### config.mk
export PLATFORM = sky130hd
export DESIGN_NAME = binary_matrix_power_seq
export DESIGN_NICKNAME = d
export VERILOG_FILES = /design/src/rtl/binary_matrix_power_seq.sv
export SDC_FILE = /design/constraint.sdc
export NUM_CORES = 1
export LEC_CHECK = 0
export BUFFER_PORTS_ARGS = -buffer_cell sky130_fd_sc_hd__buf_2
export CELL_PAD_IN_SITES_DETAIL_PLACEMENT = 1
export CELL_PAD_IN_SITES_GLOBAL_PLACEMENT = 2
export CORE_ASPECT_RATIO = 0.9
export CORE_MARGIN = 5
export CORE_UTILIZATION = 31
export DETAILED_ROUTE_END_ITERATION = 8
export PLACE_DENSITY_LB_ADDON = 0.25
export SYNTH_ARGS = -nofsm -noshare
export SYNTH_HDL_FRONTEND = slang
export SYNTH_SLANG_ARGS = --single-unit
export TNS_END_PERCENT = 100
### constraint.sdc
create_clock -name clk -period 2.7 [get_ports clk]
set_clock_uncertainty 0.15 [all_clocks]
set_input_delay 0.405 -clock clk [delete_from_list [all_inputs] [get_ports clk]]
set_output_delay 0.405 -clock clk [all_outputs]
set_load 0.02 [all_outputs]
### src/rtl/binary_matrix_power_seq.sv
// Iterates y = M*x over GF(2) for K steps (or to the first fixed point) and returns M^K*v.
// Latency min(K,F)+1 cycles from acceptance; one request in flight, result held in DONE until out_ready.
module binary_matrix_power_seq #(
  parameter int CNT_W      = 8,
  parameter bit EARLY_EXIT = 1'b1
) (
  input  logic             clk,
  input  logic             rst_n,
  input  logic             in_valid,
  output logic             in_ready,
  input  logic [3:0]       in_mat,
  input  logic [1:0]       in_vec,
  input  logic [CNT_W-1:0] in_k,
  output logic             out_valid,
  input  logic             out_ready,
  output logic [1:0]       out_vec,
  output logic [CNT_W-1:0] out_steps,
  output logic             out_fixed
);

  typedef enum logic [1:0] {IDLE, RUN, DONE} state_t;

  state_t           state_q, state_d;
  logic [3:0]       mat_q, mat_d;
  logic [1:0]       x_q, x_d;
  logic [CNT_W-1:0] k_q, k_d;
  logic [CNT_W-1:0] count_q, count_d;
  logic [1:0]       out_vec_q, out_vec_d;
  logic [CNT_W-1:0] out_steps_q, out_steps_d;
  logic             out_fixed_q, out_fixed_d;

  logic [1:0]       y;
  logic [1:0]       y_next;
  logic [1:0]       in_prod;
  logic [CNT_W-1:0] count_inc;

  // bit0 of the product is row 0 (a,b), bit1 is row 1 (c,d)
  function automatic logic [1:0] gf2_mul(input logic [3:0] m, input logic [1:0] v);
    logic [1:0] r;
    r[0] = (m[0] & v[0]) ^ (m[1] & v[1]);
    r[1] = (m[2] & v[0]) ^ (m[3] & v[1]);
    return r;
  endfunction

  always_comb begin
    state_d     = state_q;
    mat_d       = mat_q;
    x_d         = x_q;
    k_d         = k_q;
    count_d     = count_q;
    out_vec_d   = out_vec_q;
    out_steps_d = out_steps_q;
    out_fixed_d = out_fixed_q;

    y         = gf2_mul(mat_q, x_q);
    y_next    = gf2_mul(mat_q, y);
    in_prod   = gf2_mul(in_mat, in_vec);
    count_inc = count_q + {{(CNT_W-1){1'b0}}, 1'b1};

    unique case (state_q)
      IDLE: begin
        if (in_valid) begin
          mat_d   = in_mat;
          x_d     = in_vec;
          k_d     = in_k;
          count_d = '0;
          if (in_k == '0) begin
            state_d     = DONE;
            out_vec_d   = in_vec;
            out_steps_d = '0;
            out_fixed_d = (in_prod == in_vec);
          end else begin
            state_d = RUN;
          end
        end
      end
      RUN: begin
        x_d     = y;
        count_d = count_inc;
        // count_inc never passes k_q, so the counter cannot wrap
        if ((count_inc == k_q) || (EARLY_EXIT && (y == x_q))) begin
          state_d     = DONE;
          out_vec_d   = y;
          out_steps_d = count_inc;
          out_fixed_d = (y_next == y);
        end
      end
      DONE: begin
        if (out_ready) begin
          state_d = IDLE;
        end
      end
      default: begin
        state_d = IDLE;
      end
    endcase
  end

  always_ff @(posedge clk or negedge rst_n) begin
    if (!rst_n) begin
      state_q     <= IDLE;
      mat_q       <= '0;
      x_q         <= '0;
      k_q         <= '0;
      count_q     <= '0;
      out_vec_q   <= '0;
      out_steps_q <= '0;
      out_fixed_q <= 1'b0;
    end else begin
      state_q     <= state_d;
      mat_q       <= mat_d;
      x_q         <= x_d;
      k_q         <= k_d;
      count_q     <= count_d;
      out_vec_q   <= out_vec_d;
      out_steps_q <= out_steps_d;
      out_fixed_q <= out_fixed_d;
    end
  end

  assign in_ready  = (state_q == IDLE);
  assign out_valid = (state_q == DONE);
  assign out_vec   = out_vec_q;
  assign out_steps = out_steps_q;
  assign out_fixed = out_fixed_q;

endmodule
Word-level counts from Yosys, hierarchy flattened
Index checks and enable logic that the tools add are counted.
{"block": "word_totals", "rom_bits": 0, "output_inout_bits": 13, "inputBits": 18, "n_memories": 0, "mem_bits_rw": 0, "elab_cells": 66, "reg_bits": 35, "latch_bits": 0}
{"block": "classes", "mul": 0, "add_sub_neg": 1, "reduce_logical": 8, "magnitude_cmp": 0, "bitwise_logic": 18, "muxes": 21, "div": 0, "shift": 0, "n_eq_ne": 10}
{"operator": "8-bit two-way mux", "count": 4}
{"operator": "8-bit case mux with 2 select lines", "count": 2}
{"operator": "2-bit two-way mux", "count": 8}
{"operator": "1-bit AND", "count": 12}
{"operator": "8-bit by 1-bit adder with 8-bit output, second input constant", "count": 1}
{"operator": "8-bit equality test", "count": 1}
{"operator": "8-bit zero test", "count": 1}
{"operator": "2-bit case mux with 2 select lines", "count": 2}
{"operator": "2-bit equality test", "count": 3}
{"operator": "2-bit case mux with 3 select lines", "count": 1}
{"operator": "1-bit bitwise XOR", "count": 6}
{"operator": "2-bit by 1-bit inequality test with 1-bit output, second input constant", "count": 2}
{"operator": "2-bit inequality test, second input constant", "count": 2}
{"operator": "2-bit AND reduction", "count": 2}
{"operator": "4-bit AND reduction", "count": 1}
{"operator": "1-bit two-way mux", "count": 3}
{"operator": "3-bit AND reduction", "count": 1}
{"operator": "2-bit by 1-bit equality test with 1-bit output, second input constant", "count": 1}
{"operator": "2-bit equality test, second input constant", "count": 1}
{"operator": "2-bit zero test", "count": 1}
{"operator": "1-bit case mux with 2 select lines", "count": 1}
{"operator": "2-bit nonzero test", "count": 1}
{"operator": "1-bit logical OR", "count": 1}

Depth between registers and ports, before layout
{"block": "depth", "depth_word": 7, "depth_mapped": 8, "mapped_depth_nobuf": 7}

Worst setup path after synthesis
No wires, ideal clock.
{"block": "synth_path", "path_type": "reg-to-reg", "start": "register count_q[0]", "end": "register out_steps_q[6] (netlist: out_steps[6])", "arrival_ns": 2.380, "path_stages_with_launch": 9, "required_ns": 2.481, "n_path_buf": 1, "slack_ns": 0.101, "setup_ns": 0.069, "synth_period_minus_slack_ns": 2.599, "path_cell_list": "dfrtp_1 ha_1 xor2_1 nor2_1 o311ai_0 or4b_4 buf_6 or4b_1 nand3_1"}
{"block": "synth_between", "elab_chain_cells": 5, "word_cells_on_any_way": 7, "classes_between": "1 x add/sub; 2 x eq/ne; 2 x mux; 2 x reduce/logical"}
{"item": "start, declared", "line": "27", "rtl": "logic [CNT_W-1:0] count_q, count_d;"}
{"item": "start signal, assigned", "line": "114", "rtl": "count_q <= count_d;"}
{"item": "8-bit by 1-bit adder with 8-bit output *", "line": "58", "rtl": "count_inc = count_q + {{(CNT_W-1){1'b0}}, 1'b1};"}
{"item": "8-bit equality test", "line": "81", "rtl": "if ((count_inc == k_q) || (EARLY_EXIT && (y == x_q))) begin"}
{"item": "1-bit logical OR", "line": "81"}
{"item": "2-bit inequality test (no source line)"}
{"item": "4-bit AND reduction (no source line)"}
{"item": "end signal, assigned", "line": "116", "rtl": "out_steps_q <= out_steps_d;"}
{"item": "end, declared", "line": "29", "rtl": "logic [CNT_W-1:0] out_steps_q, out_steps_d;"}
Mark *: on every way between the ends. The rest lies on a longest branch, timed or not. The select of a mux whose other input is x is not followed.
A chain may end at the register's enable or synchronous reset.

Worst setup path after layout
{"block": "layout_path", "start": "register count_q[0]", "end": "register out_vec_q[1] (netlist: out_vec[1])"}
{"block": "layout_between", "elab_chain_cells": 5}
{"item": "8-bit by 1-bit adder with 8-bit output", "line": "58"}
{"item": "8-bit equality test", "line": "81"}
{"item": "1-bit logical OR", "line": "81"}
{"item": "2-bit inequality test (no source line)"}
{"item": "4-bit AND reduction (no source line)"}
{"item": "end signal, assigned", "line": "115", "rtl": "out_vec_q <= out_vec_d;"}
{"item": "end, declared", "line": "28", "rtl": "logic [1:0] out_vec_q, out_vec_d;"}
No other way between the ends.

==> results.md <==
- Worst stage delay on the critical path: 0.58 ns
- Cell area after layout: 2640 um2
- Pre-CTS setup slack: 0.0145 ns
- Ys flop type: dfrtp_1
- Area of the core: 6970 um2
- Grt total ovfl: 0
- DPL Wire Length: 4690 um
- Total GRT Usage: 14.7%
- Clk_lat worst skew: 0.29 ns
- Sequential share of power: 33.3%
- Boundary Pins: 31
- CP startpoint: count_q[0]
- Reg clk slew, reported paths: 0.08 ns
- Fin Hold WS: 0.0558 ns
- GPL Wtd Cong: 0.785
- CTS Hold Bufs: 0
- Min Tclk post-route: 2.60 ns
- Post-route insts no fill: 384
- FFs w/ async S/R, synth: 100%
- Synth warnings: 0
- # rows: 29
- CP max FO: 6
- Largest net degree at the start of global routing: 36
- Worst path required time: 2.78 ns
- Int Pwr: 1.61 mW
- Logic gate share of total power: 52.0%
- Master of the slowest instance on the critical path: or4b_4
- Initial antenna violation count: 0
- DRT iter0 DRCs: 62
- CP Class: flop to flop
- Total CTS buffers: 5
- Top cells by count, synth: 47 x nand2_1, 35 x dfrtp_1, 20 x o21ai_0
- Share of the yosys chip area belonging to registers: 40.0%
- Pwr dens: 1120 nW/um2
- Vias in the first global route: 2,108
- Share of layout cells above drive strength 1: 23.4%
- Outcome: finished clean
- CTS tree: built
- Final Util: 37.8%
- Startpoint Class: flop
- Worst VDD drop: 0.444 mV
- Via count: 2,015
- Antenna Nets Post-Route: 0
- Placed cell area: 2490 um2
- FF-to-FF Start: count_q[0]
- Placed insts: 373
- Area Growth Syn to Fin: 20.4%
- DR DRC count: 0
- Final Hold Vio Count: 0
- Post-synth EDFFs: 0
- Syn_nets: 268
- CP Capture Type: flop
- Hold WC Path Type: input pin to asynchronous set/reset pin
- Total power: 2.95 mW
- Switching portion of total power: 45.5%
- CTS root buf: clkbuf_8
- Max_cap viols: 0
- Number of H-tree levels: 2
- Worst-Margin Slew: 0.838 ns
- Port-buffer cells: 30
- Final WL: 6340 um
- TritonRoute pass-1 iters: 4
- Area fraction of the dominant cell type after synthesis: 40.0%
- Min setup slack post-route: 0.0979 ns
- CP Data Arrival Time: 2.69 ns
- WP buf/inv: 1
- Top post-synthesis cells by area: dfrtp_1 40%, nand2_1 8.1%, o21ai_0 4.6%, xnor2_1 3.6%, o211ai_1 3.1%
- CP Cell Sequence: ha_2 -> xor2_1 -> nor2_1 -> o311ai_1 -> or4b_4 -> clkbuf_2 -> or4_1 -> nand3b_1
- Synthesized area: 2190 um2
- Fmax: 0.384 GHz
- Cell with the most instances after synthesis: nand2_1
- Final setup viols: 0
- Die area: 8840 um2
- Max-slew headroom: 44.1%
- Final Net Count: 309
- Final worst-path cycle share: 96.4%
- LEAKAGE: 1.14 nW
- RSZ-0062 raised after global routing: yes
- Fill count: 844
- Clock buffer depth: 2
- CTS sink cnt: 35
- TNS Setup: 0 ns
- Initial Util: 31.4%
- Switch Pwr: 1.34 mW
- Routed length per instance: 16.5 um
- Max-slew violation count: 0
- Syn Area/Cell: 8.79 um2
- First-pass GRT wire length: 10,600 um
- Diode count: 0
- Via/cell ratio: 5.25
- Vert. Die Dim: 89.7 um
- Synthesized flop and latch total: 35
- Synth Instances: 249
- Clock power frac: 14.7%
- Area leader, netlist: dfrtp_1
- Count of different cell masters after synthesis: 51
- Die Span X: 98.6 um
- Family with the most delay on the worst path: simple AND/OR/NAND/NOR gates
==> flip-flops by register name (all words and copies together) (netlist names) <==
register	cells
count_q	8
k_q	8
out_steps	8
mat_q	4
out_vec	2
state_q	2
x_q	2
out_fixed	1
==> repair_timing <==
item	in CTS	in global routing
endpoints found under the setup margin	0	11
gates resized for setup	0	6
buffers inserted	0	3
==> final cells by class <==
cell class              count  area, um2  area share [%]
inverters                   5       18.8           0.712
well taps                  93        116            4.42
flip-flops and latches     35        877            33.3
clock buffers               8        100            3.80
multi-input cells         196       1250            47.3
repair buffers             47        275            10.4
==> layer usage <==
metal | up-vias | routed length, um | track usage (%)
met1 | 990 | 3300 | 21.4
li1 | 989 | - | -
met2 | 28 | 2750 | 22.2
met4 | 0 | 69 | 3.41
met3 | 8 | 220 | 3.25
met5 | - | 0 | 0
==> cell families (layout without fill, tap and decap cells) <==
family	after synthesis	in the layout	synth area share, %
XOR/XNOR	16	16	7.43
AO/OA/AOI/OAI	67	67	20.6
multiplexers	1	1	0.457
adder cells (fa/ha/maj)	1	1	0.572
flip-flops	35	35	40.0
AND/OR/NAND/NOR	111	111	26.8
buffers and inverters	18	60	4.12
==> worst register-to-register path, stage by stage, from the launching register on <==
cell and delay [ns]:
dfrtp_1 0.39, ha_2 0.29, xor2_1 0.16, nor2_1 0.10
o311ai_1 0.10, or4b_4 0.58, clkbuf_2 0.17, or4_1 0.51
nand3b_1 0.10
==> power by group through the flow <==
stage	clock (mW)	sequential, mW	combinational (mW)
after floorplan	0	0.979	0.981
after global placement	0	0.983	1.48
after detailed placement	0	0.985	1.49
after CTS	0.444	0.977	1.50
after global routing	0.463	1.01	1.69
final	0.434	0.984	1.54
==> cells in the final DEF (no fill, tap or decap), types with 3 or more instances in the layout <==
cell type,netlist,final
nand2_1,47,47
dfrtp_1,35,34
buf_2,0,30
o21ai_0,20,20
buf_4,2,16
nor2_1,13,13
a21oi_1,11,11
o211ai_1,9,9
xnor2_1,9,7
nand3_1,7,7
clkbuf_8,0,7
nand2b_1,6,6
nor2b_1,5,5
xor2_1,5,5
inv_1,5,5
o31ai_1,5,5
o32ai_1,5,5
a31oi_1,4,4
or3_1,3,3
xnor2_2,1,3
nor3_1,3,3
and2_1,3,3
nand3b_1,3,3
or4b_1,3,3
a221oi_1,3,3
==> path summary, 6_finish.rpt <==
| check | cells after the start | slack (ns) | end |
|---|---|---|---|
| setup / recovery | 8 | 0.1 | out_vec[1] |
| hold / removal | 1 | 0.06 | out_steps[6] |
| setup reg to reg | 8 | 0.1 | out_vec[1] |
| hold reg to reg | 2 | 0.35 | k_q[0] |
| max in group asynchronous | 1 | 1.76 | count_q[2] |
| min in group clk | 3 | 0.17 | k_q[6] |
No activity file was read; power rests on OpenSTA's default activity.
